==> src/rtl/sat_accum_ctrl_pkg.sv <==
// sat_accum_ctrl_pkg: shared widths, saturation limits and FSM state type
package sat_accum_ctrl_pkg;
    localparam int W_DEF = 19;
    localparam int N_DEF = 4;
    localparam logic signed [W_DEF-1:0] SAT_MAX = {1'b0, {(W_DEF-1){1'b1}}};
    localparam logic signed [W_DEF-1:0] SAT_MIN = {1'b1, {(W_DEF-1){1'b0}}};
    typedef enum logic [1:0] {IDLE, ACCUM, DONE} state_t;
endpackage

==> src/rtl/sat_accum_ctrl_if.sv <==
// sat_accum_ctrl_if: burst handshake bundle
// master drives Start/Term/TermValid; slave drives TermReady/Sum/Done/Busy/Sat
interface sat_accum_ctrl_if
    import sat_accum_ctrl_pkg::*;
#(
    parameter int W = W_DEF
);
    logic                Start;
    logic signed [W-1:0] Term;
    logic                TermValid;
    logic                TermReady;
    logic signed [W-1:0] Sum;
    logic                Done;
    logic                Busy;
    logic                Sat;
    modport master (output Start, Term, TermValid, input TermReady, Sum, Done, Busy, Sat);
    modport slave  (input Start, Term, TermValid, output TermReady, Sum, Done, Busy, Sat);
endinterface

==> src/rtl/sat_accum_ctrl_sat_add.sv <==
// sat_add: combinational signed adder clamping to the W-bit range
// a, b: operands; y: clamped sum; ovf: clamp occurred
module sat_add
    import sat_accum_ctrl_pkg::*;
#(
    parameter int W = W_DEF
) (
    input  logic signed [W-1:0] a,
    input  logic signed [W-1:0] b,
    output logic signed [W-1:0] y,
    output logic                ovf
);
    logic signed [W:0] s;
    always_comb begin
        s   = {a[W-1], a} + {b[W-1], b};
        ovf = s[W] ^ s[W-1];
        y   = ovf ? (s[W] ? {1'b1, {(W-1){1'b0}}} : {1'b0, {(W-1){1'b1}}}) : s[W-1:0];
    end
endmodule

==> src/rtl/sat_accum_ctrl.sv <==
// sat_accum_ctrl: N-term burst accumulator sequencing one shared saturating adder
// CLK, Reset: clock and sync active-high reset; bus: slave side of sat_accum_ctrl_if
module sat_accum_ctrl
    import sat_accum_ctrl_pkg::*;
#(
    parameter int W = W_DEF,
    parameter int N = N_DEF
) (
    input logic             CLK,
    input logic             Reset,
    sat_accum_ctrl_if.slave bus
);
    localparam int CW = $clog2(N + 1);
    state_t              state;
    logic signed [W-1:0] sum_q;
    logic signed [W-1:0] y;
    logic                sat_q;
    logic                ovf;
    logic [CW-1:0]       cnt;
    sat_add #(.W(W)) u_add (.a(sum_q), .b(bus.Term), .y(y), .ovf(ovf));
    always_ff @(posedge CLK) begin
        if (Reset) begin
            state <= IDLE;
            sum_q <= '0;
            sat_q <= 1'b0;
            cnt   <= '0;
        end else begin
            case (state)
                IDLE, DONE: begin
                    if (bus.Start) begin
                        state <= ACCUM;
                        sum_q <= '0;
                        sat_q <= 1'b0;
                        cnt   <= '0;
                    end else begin
                        state <= IDLE;
                    end
                end
                ACCUM: begin
                    if (bus.TermValid) begin
                        sum_q <= y;
                        sat_q <= sat_q | ovf;
                        cnt   <= cnt + 1'b1;
                        if (cnt == CW'(N - 1)) state <= DONE;
                    end
                end
                default: state <= IDLE;
            endcase
        end
    end
    assign bus.TermReady = state == ACCUM;
    assign bus.Busy      = state == ACCUM;
    assign bus.Done      = state == DONE;
    assign bus.Sum       = sum_q;
    assign bus.Sat       = sat_q;
endmodule

==> src/flat_wrapper.sv <==
// flat-port wrapper written by rule: the top's interface ports become plain ports
module sat_accum_ctrl_flat import sat_accum_ctrl_pkg::*;
#(
    parameter int W = W_DEF,
    parameter int N = N_DEF
)
  (CLK, Reset, bus_Start, bus_Term, bus_TermValid, bus_TermReady, bus_Sum, bus_Done, bus_Busy, bus_Sat);
  sat_accum_ctrl_if #(.W(W)) bus_i ();
  input logic CLK;
  input logic Reset;
  input wire logic [$bits(bus_i.Start)-1:0] bus_Start;
  input wire logic [$bits(bus_i.Term)-1:0] bus_Term;
  input wire logic [$bits(bus_i.TermValid)-1:0] bus_TermValid;
  output wire logic [$bits(bus_i.TermReady)-1:0] bus_TermReady;
  output wire logic [$bits(bus_i.Sum)-1:0] bus_Sum;
  output wire logic [$bits(bus_i.Done)-1:0] bus_Done;
  output wire logic [$bits(bus_i.Busy)-1:0] bus_Busy;
  output wire logic [$bits(bus_i.Sat)-1:0] bus_Sat;
  assign bus_i.Start = bus_Start;
  assign bus_i.Term = bus_Term;
  assign bus_i.TermValid = bus_TermValid;
  assign bus_TermReady = bus_i.TermReady;
  assign bus_Sum = bus_i.Sum;
  assign bus_Done = bus_i.Done;
  assign bus_Busy = bus_i.Busy;
  assign bus_Sat = bus_i.Sat;
  sat_accum_ctrl #(.W(W), .N(N)) u_core (.CLK(CLK), .Reset(Reset), .bus(bus_i));
endmodule
==> config.mk <==
export PLATFORM = sky130hd
export DESIGN_NAME = sat_accum_ctrl_flat
export DESIGN_NICKNAME = d
export VERILOG_FILES = /design/src/rtl/sat_accum_ctrl_pkg.sv /design/src/rtl/sat_accum_ctrl_if.sv /design/src/rtl/sat_accum_ctrl_sat_add.sv /design/src/rtl/sat_accum_ctrl.sv /design/src/flat_wrapper.sv
export SDC_FILE = /design/constraint.sdc
export NUM_CORES = 1
export LEC_CHECK = 0
export BUFFER_PORTS_ARGS = -buffer_cell sky130_fd_sc_hd__buf_4
export CORE_ASPECT_RATIO = 1.1
export CORE_MARGIN = 8
export CORE_UTILIZATION = 30
export DETAILED_ROUTE_END_ITERATION = 8
export GPL_TIMING_DRIVEN = 0
export SLEW_MARGIN = 5
export SYNTH_ARGS = -nofsm -noshare
export SYNTH_HDL_FRONTEND = slang
export SYNTH_SLANG_ARGS = --single-unit
==> constraint.sdc <==
create_clock -name CLK -period 4.4 [get_ports CLK]
set_input_delay 0.88 -clock CLK [delete_from_list [all_inputs] [get_ports CLK]]
set_output_delay 0.88 -clock CLK [all_outputs]
set_load 0.005 [all_outputs]
==> summary.txt, run 1 <==
Power
  – Sequential share of power: 0.404
  – Clock power frac: 0.256
  – Internal Power: 0.000393 W
  – Net Switching: 0.000207 W
  – Leakage power: 1.12 nW
  – Gate power share: 0.339
  – Total power draw: 0.000600 W
  – PD cells: 237 mW/mm^2
  – Peak VDD IR: 0.152 mV
  – Switching share of power: 0.345

Synthesis
  – Synth Area in Compound Gates: 0.280
  – Cells after Synth: 256
  – XOR/XNOR Fraction of Synth Area: 0.0730
  – Post-synth EDFFs: 0
  – Seq/Total Area, Yosys: 0.245
  – Asr flop ratio synth: 0
  – Area contributors post-synth: dfxtp_1 (25%), ha_1 (13%), a21oi_1 (8.6%)
  – Count of state elements after synthesis: 25
  – Warnings, synthesis: 0
  – Count of different cell masters after synthesis: 43
  – Mean cell area of the mapped netlist: 7.97 sq um
  – Cell area after synthesis: 0.00204 sq mm
  – Top_reg_cell synth: dfxtp_1
  – Synth Area in Simple Gates: 0.205
  – Syn Nets: 301
  – Post-synth top area share: 0.245
  – Cell accounting for the most synthesized area: dfxtp_1
  – Largest family of logic cells by synthesized area: compound AO/OA/AOI/OAI gates
  – Post-synthesis adder-cell area fraction: 0.148
  – Multiplexer share of the synthesized area: 0

Timing
  – Slew Limit Fails: 0
  – RSZ-0062 raised after global routing: false
  – Slew @ Worst Pin: 692 ps
  – # setup viols final: 0
  – Period utilization: 0.729
  – Post-layout minimum cycle time: 3210 ps
  – Final setup skew: 10.3 ps
  – F_max: 0.312 GHz
  – Slew HR: 0.537
  – TNS Setup: 0 ps
  – Smallest hold slack: 465 ps
  – Final worst setup slack: 1190 ps
  – Final Hold Viols: 0

Clock network
  – CTS resizes: 0
  – Clk Tree Root Cell: clkbuf_8
  – Clock sink count: 25
  – Clock Tree Buf Depth: 2
  – CTS tree: built
  – Number of buffers added for setup after CTS: 0
  – Register clock-pin slew on the reported worst setup and hold paths: 100 ps
  – Number of CTS-inserted buffers: 3
  – Clock Latency Late Sink: 290 ps
  – H-tree Lvls: 1
  – CTS Hold Bufs: 0

Setup path
  – Crit path to: u_core.bus.Sum[15]$_SDFFE_PP0P_
  – Worst reg-to-reg path cell count: 12
  – Crit Reg-Reg Startpoint: u_core.bus.Sum[0]$_SDFFE_PP0P_
  – Worst setup EP type: flip-flop
  – CP max FO: 10
  – CP Data Required Time: 4550 ps
  – WS Path Type: in -> reg
  – Critical path's largest stage delay: 370 ps
  – Startpoint types: input port
  – Worst R2R End: u_core.bus.Sum[15]$_SDFFE_PP0P_
  – Worst-path cell chain: buf_4 > ha_1 > inv_1 > fa_1 > nand2b_1 > a21oi_2 > o2111ai_2 > o21a_1 > nor3b_4 > o21ai_2 > buf_6 > a31oi_1 > o21ai_0
  – Launch point of the worst path: bus_Term[0]
  – Critical path arrival: 3360 ps
  – Critical Path Slowest Stage Cell: fa_1
  – R2R setup slack: 1470 ps

Global routing
  – Largest net degree at the start of global routing: 16
  – Global-route wire length before repair: 9030 microns
  – Initial antenna violation count: 0
  – Number of global-route vias before repair: 1846
  – Congestion Overflow GR: 0
  – Gr usage total: 0.116

Drt
  – Via density: 5.05
  – Top sig layer: met4
  – DR DRC count: 0
  – DRT iter0 DRCs: 126
  – Metal1 wirelength: 2650 microns
  – Number of nets with antenna violations after routing: 0
  – WL/cell: 14.7 microns
  – WL met2: 2630 microns
  – Final wirelength: 5700 microns
  – Total vias in the final route: 1953
  – TritonRoute pass-1 iters: 4
  – Met3 WL post-DR: 324 microns

Floorplanning
  – Die Y: 102 microns
  – Starting density of the core: 0.309
  – Die Width: 94.6 microns
  – Core area: 0.00659 sq mm
  – Num rows: 31
  – IO Pins: 46
  – DIE AREA: 0.00970 sq mm

Placement
  – Number of port buffers: 45
  – Inst Count DP: 383
  – Hpwl dp: 4460 microns
  – Place WS: 902 ps
  – RePlAce Congestion: 0.883

Status
  – Outcome: completed

Cells and area
  – Filler cells: 712
  – Nets: 351
  – Layout cells sized above 1: 0.216
  – Area growth, synth to finish: 24.0%
  – Cell Count, Final, Fillers Out: 387
  – N_diodes: 0

Min path
  – Worst Hold Depth: 2
  – Worst hold path type: reg -> reg

Flow run
  – # Max-Cap Violations: 0
worst min path at each step:
stage / startpoint / end / slack, ps
2_1_floorplan: u_core.bus.Sat$_SDFFE_PP0P_ / u_core.bus.Sat$_SDFFE_PP0P_ / 440
3_3_place_gp: u_core.bus.Sat$_SDFFE_PP0P_ / u_core.bus.Sat$_SDFFE_PP0P_ / 450
3_5_place_dp: u_core.bus.Sat$_SDFFE_PP0P_ / u_core.bus.Sat$_SDFFE_PP0P_ / 450
4_1_cts: u_core.bus.Sat$_SDFFE_PP0P_ / u_core.bus.Sat$_SDFFE_PP0P_ / 470
5_1_grt: u_core.bus.Sat$_SDFFE_PP0P_ / u_core.bus.Sat$_SDFFE_PP0P_ / 500
6_report: u_core.bus.Sat$_SDFFE_PP0P_ / u_core.bus.Sat$_SDFFE_PP0P_ / 470
flip-flops by register name (all words and copies together), names as in the netlist:
signal / count
u_core.bus.Sat: 1
u_core.state: 2
u_core.cnt: 3
u_core.bus.Sum: 19
cell usage after synthesis (2+ instances only):
master and number:
a31oi_1 3, o21ai_0 13, nand2b_1 7, dfxtp_1 25
a21o_1 8, a21oi_2 4, o21ai_1 5, a221oi_1 6
xor2_1 4, nand4_1 4, maj3_1 2, nor3_1 12
o211ai_1 3, a21oi_1 35, nor2_1 17, o21ai_2 2
inv_1 8, and2_1 2, xnor2_1 13, nand3_1 2
nand2_1 27, buf_1 2, clkbuf_1 4, nor2b_1 5
ha_1 21, buf_6 2, o21a_1 2, buf_4 3
routing by layer:
metal  GRT usage  up-vias
li1            -     1025
met1       0.147      875
met2       0.190       47
met3      0.0250        6
met4      0.0397        0
met5           0        -
placed cells by master (no fill, tap or decap), types with 3 or more instances in the layout:
cell      synthesis  routed
buf_4             3      48
ha_1             21      21
clkbuf_1          4       4
nor2_1           17      17
clkbuf_8          0       3
nand2_1          27      27
o21ai_0          13      13
dfxtp_1          25      25
a21oi_1          35      35
a31oi_1           3       3
a221oi_1          6       6
xnor2_1          13      13
xor2_1            4       4
nor2b_1           5       5
nand2b_1          7       7
nor3_1           12      12
a21oi_2           4       4
inv_1             8       8
o21ai_1           5       5
a21o_1            8       8
nand4_1           4       4
o211ai_1          3       3
power by group through the flow:
stage          Sequential [W]  Combinational, W  Clock (W)
2_1_floorplan        0.000247          0.000141          0
3_3_place_gp         0.000248          0.000201          0
3_5_place_dp         0.000248          0.000203          0
4_1_cts              0.000243          0.000204   0.000151
5_1_grt              0.000244          0.000226   0.000163
6_report             0.000243          0.000204   0.000154
through the flow:
| step | instance area (sq um) | utilization |
|---|---|---|
| finish | 2530 | 0.383 |
| global route | 2530 | 0.383 |
| CTS | 2530 | 0.383 |
| detailed placement | 2480 | 0.376 |
| global placement | 2480 | 0.376 |
| floorplan | 2040 | - |
critical path: cells and delay by family:
family	cells	cell delay [ps]
AOI/OAI and AO/OA	6	1110
adders and majority gates	2	510
and+or+nand+nor	2	510
buffers and inverters	3	330
cell families after synthesis:
| family | count (synthesis) |
|---|---|
| adders and majority gates | 24 |
| buffers and inverters | 19 |
| and+or+nand+nor | 83 |
| DFF | 25 |
| AOI/OAI and AO/OA | 88 |
| xor gates and xnor gates | 17 |
final cells by class:
type / instances / area [sq um] / share of cell area
repair buffers: 45 / 338 / 0.134
multi-input cells: 212 / 1440 / 0.570
well taps: 82 / 103 / 0.0406
clock inverters: 1 / 7.51 / 0.00297
plain buffers: 11 / 67.6 / 0.0267
flip-flops and latches: 25 / 500 / 0.198
inverters: 8 / 30.0 / 0.0119
clock buffers: 3 / 41.3 / 0.0163
(Power assumes the default switching activity.)
==> inputs of run 2 (changes only) <==
Settings changed: ABC_AREA set to 1.
Clock period 4.4 ns to 2.9 ns, I/O delays scaled along.
==> run 2 against run 1 <==
Worst setup slack worse by 850 ps. Die area is 12% higher. Synthesized cell count is 43% higher. Sequential share of layout area decreased by 2.2 points. Routed wire length is 13% higher.
==> summary.txt, run 2 <==
Power
  – Net Switching: 0.000363 W (+75%)
  – Gate power share: 0.377 (+0.038)
  – Switching share of power: 0.374 (+0.0288)
  – Internal Power: 0.000608 W (+55%)
  – Peak VDD IR: 0.147 mV (-3.1%)
  – Leakage power: 1.39 nW (+24%)
  – Sequential share of power: 0.385 (-0.019)
  – Clock power frac: 0.238 (-0.018)
  – PD cells: 341 mW/mm^2 (+44%)

Clock network
  – Clock Tree Buf Depth: 2 (unchanged)
  – Clk Tree Root Cell: clkbuf_8
  – Clock Latency Late Sink: 290 ps (about the same)
  – H-tree Lvls: 1 (unchanged)
  – Number of CTS-inserted buffers: 3 (unchanged)
  – Clock sink count: 25 (unchanged)
  – CTS resizes: 0 (unchanged)
  – CTS tree: built
  – CTS Hold Bufs: 0 (unchanged)
  – Register clock-pin slew on the reported worst setup and hold paths: 110 ps (about the same)
  – Number of buffers added for setup after CTS: 0 (unchanged)

Timing
  – Final worst setup slack: 344 ps (-848 ps)
  – Post-layout minimum cycle time: 2560 ps
  – RSZ-0062 raised after global routing: false
  – F_max: 0.391 GHz
  – TNS Setup: 0 ps (unchanged)
  – Slew HR: 0.521 (-0.0154)
  – Slew @ Worst Pin: 718 ps (+25.6 ps)
  – Final Hold Viols: 0 (unchanged)
  – Final setup skew: 8.52 ps (-1.78 ps)
  – # setup viols final: 0 (unchanged)
  – Slew Limit Fails: 0 (unchanged)
  – Period utilization: 0.881

Synthesis
  – Count of different cell masters after synthesis: 33 (-23%)
  – Count of state elements after synthesis: 25 (unchanged)
  – Post-synth top area share: 0.215 (-0.0305)
  – Cell accounting for the most synthesized area: dfxtp_1
  – Warnings, synthesis: 0 (unchanged)
  – Most common library cells after synthesis: nand2_1 (123), inv_1 (31), nand3_1 (29)
  – Most frequent cell after synthesis: nand2_1
  – Syn Nets: 410 (+36%)
  – Seq/Total Area, Yosys: 0.215 (-0.0305)
  – Mean cell area of the mapped netlist: 6.38 sq um (-20%)
  – Post-synth EDFFs: 0 (unchanged)
  – Cells after Synth: 365 (+43%)
  – Asr flop ratio synth: 0 (unchanged)
  – Area contributors post-synth: dfxtp_1 (21%), nand2_1 (20%), ha_1 (11%)
  – Cell area after synthesis: 0.00233 sq mm (+14%)
  – Top_reg_cell synth: dfxtp_1

Min path
  – Worst Hold Depth: 2 (unchanged)
  – HP Start: u_core.bus.Sat$_SDFFE_PP0P_
  – Hold endpoint: u_core.bus.Sat$_SDFFE_PP0P_
  – Worst hold path type: reg -> reg

Placement
  – Number of port buffers: 45 (unchanged)
  – RePlAce Congestion: 0.873 (-1.1%)
  – Place WS: 83.8 ps (-818 ps)
  – Hpwl dp: 5180 microns (+16%)

Setup path
  – CP Data Required Time: 3050 ps (-1500 ps)
  – Worst R2R End: u_core.bus.Sum[16]$_SDFFE_PP0P_
  – Startpoint types: flip-flop
  – R2R setup slack: 340 ps (-1130 ps)
  – Worst-path cell chain: ha_1 > inv_1 > fa_1 > inv_1 > nand3_1 > nand3_2 > nand2_2 > nand3_1 > nand2_1 > nand2_2 > buf_2 > nand3_1 > nand2_1 > a21oi_2
  – Cell mode on critical path: nand3_1
  – Worst path top cell family by delay: simple AND/OR/NAND/NOR gates
  – Crit Reg-Reg Startpoint: u_core.bus.Sum[0]$_SDFFE_PP0P_
  – Critical Path Slowest Stage Cell: fa_1
  – Worst reg-to-reg path cell count: 14 (+2)
  – Critical path's largest stage delay: 420 ps (+50 ps)
  – WS Path Type: reg -> reg
  – Launch point of the worst path: u_core.bus.Sum[0]$_SDFFE_PP0P_
  – CP max FO: 10 (unchanged)
  – Worst setup EP type: flip-flop
  – Critical path arrival: 2700 ps (-660 ps)
  – CP Buf/Inv Count: 3 (unchanged)

Drt
  – Number of nets with antenna violations after routing: 0 (unchanged)
  – Final wirelength: 6420 microns (+13%)
  – Via density: 4.57 (-9.4%)
  – Total vias in the final route: 2373 (+22%)
  – DRT iter0 DRCs: 120 (-4.8%)
  – WL/cell: 12.4 microns (-16%)
  – TritonRoute pass-1 iters: 4 (unchanged)
  – DR DRC count: 0 (unchanged)

Global routing
  – Congestion Overflow GR: 0 (unchanged)
  – Number of global-route vias before repair: 2465 (+34%)
  – Gr usage total: 0.121 (+0.00465)
  – Global-route wire length before repair: 11000 microns (+21%)
  – Largest net degree at the start of global routing: 16 (unchanged)
  – Initial antenna violation count: 0 (unchanged)

Cells and area
  – Nets: 460 (+31%)
  – N_diodes: 0 (unchanged)
  – Most frequent cells in the layout: nand2_1 (123), buf_4 (47), inv_1 (31), nand3_1 (29)
  – Commonest non-fill, non-tap cell in the layout: nand2_1
  – Filler cells: 866 (+22%)
  – Area growth, synth to finish: 22.2%
  – Layout cells sized above 1: 0.222 (+0.00583)
  – Max reg flops: 19 (unchanged)
  – Register area: 500 sq um (unchanged)
  – Multi-input gate area: 0.00163 sq mm (+13%)

Floorplanning
  – Die Y: 108 microns (+5.8%)
  – Core area: 0.00751 sq mm (+14%)
  – IO Pins: 46 (unchanged)
  – DIE AREA: 0.0108 sq mm (+12%)
  – Starting density of the core: 0.310 (+0.000559)
  – Die Width: 100 microns (+5.7%)
  – Num rows: 33 (+6.5%)

Status
  – Outcome: completed

Flow run
  – # Max-Cap Violations: 0 (unchanged)
-- run 2: cell types whose count changed after synthesis, moves of 7 or more --
cell,previous run,this run
a21oi_2,4,14
a21oi_1,35,25
inv_2,0,8
nand2_1,27,123
nor3_1,12,4
nand2_2,0,7
nand2b_1,7,0
nor2_1,17,25
xnor2_1,13,6
o21ai_0,13,6
inv_1,8,31
nand3_1,2,29
-- run 2: worst reg2reg max path, cell delays in order, from the launching register on --
cell and delay (ps):
dfxtp_1 380, ha_1 200, inv_1 90, fa_1 420, inv_1 130, nand3_1 110
nand3_2 140, nand2_2 80, nand3_1 70, nand2_1 80, nand2_2 200, buf_2 280
nand3_1 110, nand2_1 80, a21oi_2 50
-- run 2: worst max path at each step --
stage / slack, ps / cells past startpoint / endpoint
6_report: 340 / 14 / u_core.bus.Sum[16]$_SDFFE_PP0P_
5_1_grt: 170 / 14 / u_core.bus.Sum[11]$_SDFFE_PP0P_
4_1_cts: 330 / 14 / u_core.bus.Sum[16]$_SDFFE_PP0P_
3_5_place_dp: 80 / 15 / u_core.bus.Sum[16]$_SDFFE_PP0P_
3_3_place_gp: 130 / 15 / u_core.bus.Sum[1]$_SDFFE_PP0P_
2_1_floorplan: 600 / 14 / u_core.bus.Sum[0]$_SDFFE_PP0P_
-- run 2: layout make-up --
class                   count  area share
multi-input cells         292       0.573
flip-flops and latches     25       0.176
repair buffers             45       0.119
inverters                  39      0.0514
well taps                 105      0.0462
plain buffers               9      0.0180
clock buffers               3      0.0145
clock inverters             1     0.00264
-- run 2: per-layer routing --
layer  up-vias  track usage  wire length [microns]
li1       1281            -                      -
met1      1056        0.144                   3040
met2        34        0.222                   3090
met5         -            0                      0
met4         0       0.0130                     26
met3         2       0.0263                    258
-- run 2: kinds of logic after synthesis --
logic type | count (synthesis) | synth area share
XOR/XNOR | 10 | 0.0376
adder cells (fa/ha/maj) | 22 | 0.121
flip-flops | 25 | 0.215
AND/OR/NAND/NOR | 208 | 0.395
AO/OA/AOI/OAI | 52 | 0.146
buffers and inverters | 48 | 0.0849
-- run 2: power groups by stage --
stage / sequential, W / combinational (W) / clock [W]
floorplan: 0.000381 / 0.000256 / 0
global placement: 0.000380 / 0.000364 / 0
detailed placement: 0.000381 / 0.000369 / 0
CTS: 0.000373 / 0.000370 / 0.000241
global route: 0.000376 / 0.000416 / 0.000251
finish: 0.000373 / 0.000366 / 0.000231
-- run 2: stage by stage --
stage | utilization | cells | hold WS (ps) | instance area, sq um | power (W)
final | 0.379 | 519 | 483 | 2850 | 0.000971
after global routing | 0.379 | 519 | 483 | 2850 | 0.00104
after floorplan | - | 365 | 443 | 2330 | 0.000637
after detailed placement | 0.372 | 515 | 463 | 2800 | 0.000750
after CTS | 0.379 | 519 | 483 | 2850 | 0.000985
after global placement | 0.372 | 515 | 460 | 2800 | 0.000744
==> inputs of run 3 (changes only) <==
Settings changed: BUFFER_PORTS_ARGS -buffer_cell sky130_fd_sc_hd__buf_4 to -buffer_cell sky130_fd_sc_hd__buf_2, HOLD_SLACK_MARGIN set to 0.15.
Clock period 2.9 ns to 3.05 ns, I/O delays scaled along.
==> run 3 against run 2 <==
Flip-flop and latch count stayed put. Via count increased by 1.5%. Clock skew shrank 2.8 ps. Clock power down 5%. Design area shrank 4.0%. Critical path type is now in -> reg. Highest routed layer unchanged.
==> summary.txt, run 3 (same netlist as run 2, synthesis figures left out) <==
Status
  – Outcome: completed

Drt
  – Total vias in the final route: 2409 (+1.5%)
  – TritonRoute pass-1 iters: 4 (unchanged)
  – Number of nets with antenna violations after routing: 0 (unchanged)
  – WL/cell: 12.1 microns (-2.6%)
  – DRT iter0 DRCs: 101 (-16%)
  – Final wirelength: 6260 microns (-2.6%)
  – Via density: 4.64 (+1.5%)
  – DR DRC count: 0 (unchanged)

Setup path
  – Worst R2R End: u_core.bus.Sum[17]$_SDFFE_PP0P_
  – Worst path top cell family by delay: simple AND/OR/NAND/NOR gates
  – R2R setup slack: 510 ps (+160 ps)
  – CP max FO: 10 (unchanged)
  – Critical path arrival: 2700 ps (about the same)
  – CP Buf/Inv Count: 4 (+1)
  – CP Data Required Time: 3200 ps (+150 ps)
  – WS Path Type: in -> reg
  – Worst reg-to-reg path cell count: 14 (unchanged)
  – Startpoint types: input port
  – Critical Path Slowest Stage Cell: fa_1
  – Worst setup EP type: flip-flop
  – Cell mode on critical path: nand3_1
  – Stages on worst setup path: 15 (+1)
  – Crit Reg-Reg Startpoint: u_core.bus.Sum[0]$_SDFFE_PP0P_
  – Worst-path cell chain: buf_2 > ha_1 > inv_1 > fa_1 > inv_1 > nand3_1 > nand3_2 > nand2_2 > nand3_1 > nand2_1 > nand2_2 > buf_2 > nand3_1 > nand2_1 > a21oi_2
  – Critical path's largest stage delay: 410 ps (about the same)

Clock network
  – Clock Tree Buf Depth: 2 (unchanged)
  – Clock Latency Late Sink: 280 ps (about the same)
  – CTS tree: built
  – CTS Hold Bufs: 0 (unchanged)
  – Number of CTS-inserted buffers: 3 (unchanged)
  – Register clock-pin slew on the reported worst setup and hold paths: 100 ps (about the same)
  – Number of buffers added for setup after CTS: 0 (unchanged)
  – H-tree Lvls: 1 (unchanged)
  – Clk Tree Root Cell: clkbuf_8
  – CTS resizes: 0 (unchanged)
  – Clock sink count: 25 (unchanged)

Min path
  – HP Start: u_core.bus.Sat$_SDFFE_PP0P_
  – Worst Hold Depth: 2 (unchanged)
  – Hold endpoint: u_core.bus.Sat$_SDFFE_PP0P_
  – Worst hold path type: reg -> reg

Cells and area
  – Nets: 460 (unchanged)
  – Most frequent cells in the layout: nand2_1 (123), buf_2 (47), inv_1 (31), nand3_1 (29)
  – Cell Count, Final, Fillers Out: 519 (unchanged)
  – Design area: 0.00273 sq mm (-4.0%)
  – N_diodes: 0 (unchanged)
  – Commonest non-fill, non-tap cell in the layout: nand2_1
  – Area growth, synth to finish: 17.4%
  – Max reg flops: 19 (unchanged)
  – Multi-input gate area: 0.00163 sq mm (unchanged)
  – Filler cells: 869 (+0.35%)
  – Post-layout util: 0.364 (-0.0150)
  – Layout cells sized above 1: 0.222 (unchanged)
  – Register area: 500 sq um (unchanged)

Floorplanning
  – Die Y: 108 microns (unchanged)
  – Die Width: 100 microns (unchanged)
  – DIE AREA: 0.0108 sq mm (unchanged)
  – Num rows: 33 (unchanged)
  – Core area: 0.00751 sq mm (unchanged)
  – Starting density of the core: 0.310 (unchanged)
  – IO Pins: 46 (unchanged)

Timing
  – Slew HR: 0.537 (+0.0156)
  – Post-layout minimum cycle time: 2540 ps
  – # setup viols final: 0 (unchanged)
  – RSZ-0062 raised after global routing: false
  – Final worst setup slack: 506 ps (+162 ps)
  – Slew @ Worst Pin: 694 ps (-23.4 ps)
  – Final Hold Viols: 0 (unchanged)
  – Period utilization: 0.834
  – Final setup skew: 5.68 ps (-2.84 ps)
  – F_max: 0.393 GHz
  – Slew Limit Fails: 0 (unchanged)
  – TNS Setup: 0 ps (unchanged)

Placement
  – Place WS: 213 ps (+129 ps)
  – Hpwl dp: 5110 microns (-1.2%)
  – RePlAce Congestion: 0.864 (-1.1%)
  – Dpl cell area: 0.00269 sq mm (-4.0%)
  – Inst Count DP: 515 (unchanged)
  – Number of port buffers: 45 (unchanged)

Flow run
  – # Max-Cap Violations: 0 (unchanged)

Power
  – Peak VDD IR: 0.175 mV (+19%)
  – Leakage power: 1.37 nW (-1.4%)
  – PD cells: 331 mW/mm^2 (-3.0%)

Global routing
  – Number of global-route vias before repair: 2551 (+3.5%)
  – Global-route wire length before repair: 11100 microns (+1.2%)
  – Congestion Overflow GR: 0 (unchanged)
  – Initial antenna violation count: 0 (unchanged)
  – Gr usage total: 0.121 (+0.000418)
  – Largest net degree at the start of global routing: 16 (unchanged)
==> run 3: changes by cell type in the layout (fill, tap and decap cells not counted) <==
cell / before / now
buf_2: 2 / 47
buf_4: 47 / 2
==> run 3: metal layers <==
| layer | GRT usage | part of all wire | vias up |
|---|---|---|---|
| li1 | - | - | 1286 |
| met2 | 0.222 | 0.48 | 39 |
| met3 | 0.0212 | 0.035 | 7 |
| met4 | 0.0303 | 0.012 | 0 |
| met1 | 0.142 | 0.48 | 1077 |
| met5 | 0 | 0 | - |
==> run 3: worst min-delay path, stage by stage (launching register included) <==
cell and delay, ps:
dfxtp_1 340, a21oi_1 40, nor2_1 70
==> run 3: through the flow <==
| stage | hold slack (ps) | total power (W) |
|---|---|---|
| 2_1_floorplan | 443 | 0.000606 |
| 3_3_place_gp | 453 | 0.000691 |
| 3_5_place_dp | 456 | 0.000695 |
| 4_1_cts | 482 | 0.000924 |
| 5_1_grt | 508 | 0.000977 |
| 6_report | 476 | 0.000904 |
==> run 3: area by class of cell <==
class / count / share of cell area
multi-input combinational: 292 / 0.596
sequential: 25 / 0.183
timing repair buffer: 45 / 0.0824
inverter: 39 / 0.0535
tap: 105 / 0.0481
buffer: 9 / 0.0188
clock buffer: 3 / 0.0151
clock inverter: 1 / 0.00275
==> run 3: how the worst max path moves through the flow <==
stage / slack [ps] / endpoint / from
floorplan: 720 / u_core.bus.Sum[0]$_SDFFE_PP0P_ / bus_Term[0]
global placement: 240 / u_core.bus.Sum[1]$_SDFFE_PP0P_ / bus_Term[0]
detailed placement: 210 / u_core.bus.Sum[11]$_SDFFE_PP0P_ / bus_Term[0]
CTS: 510 / u_core.bus.Sum[11]$_SDFFE_PP0P_ / u_core.bus.Sum[0]$_SDFFE_PP0P_
global route: 310 / u_core.bus.Sum[12]$_SDFFE_PP0P_ / u_core.bus.Sum[0]$_SDFFE_PP0P_
finish: 510 / u_core.bus.Sum[17]$_SDFFE_PP0P_ / bus_Term[0]
==> run 3: report_power, final <==
part | switching, W | leakage [nW] | internal, W
combinational | 0.000205 | 1.14 | 0.000126
clock | 0.000125 | 0.0217 | 0.0000931
sequential | 0.0000109 | 0.203 | 0.000343
total | 0.000342 | 1.37 | 0.000562
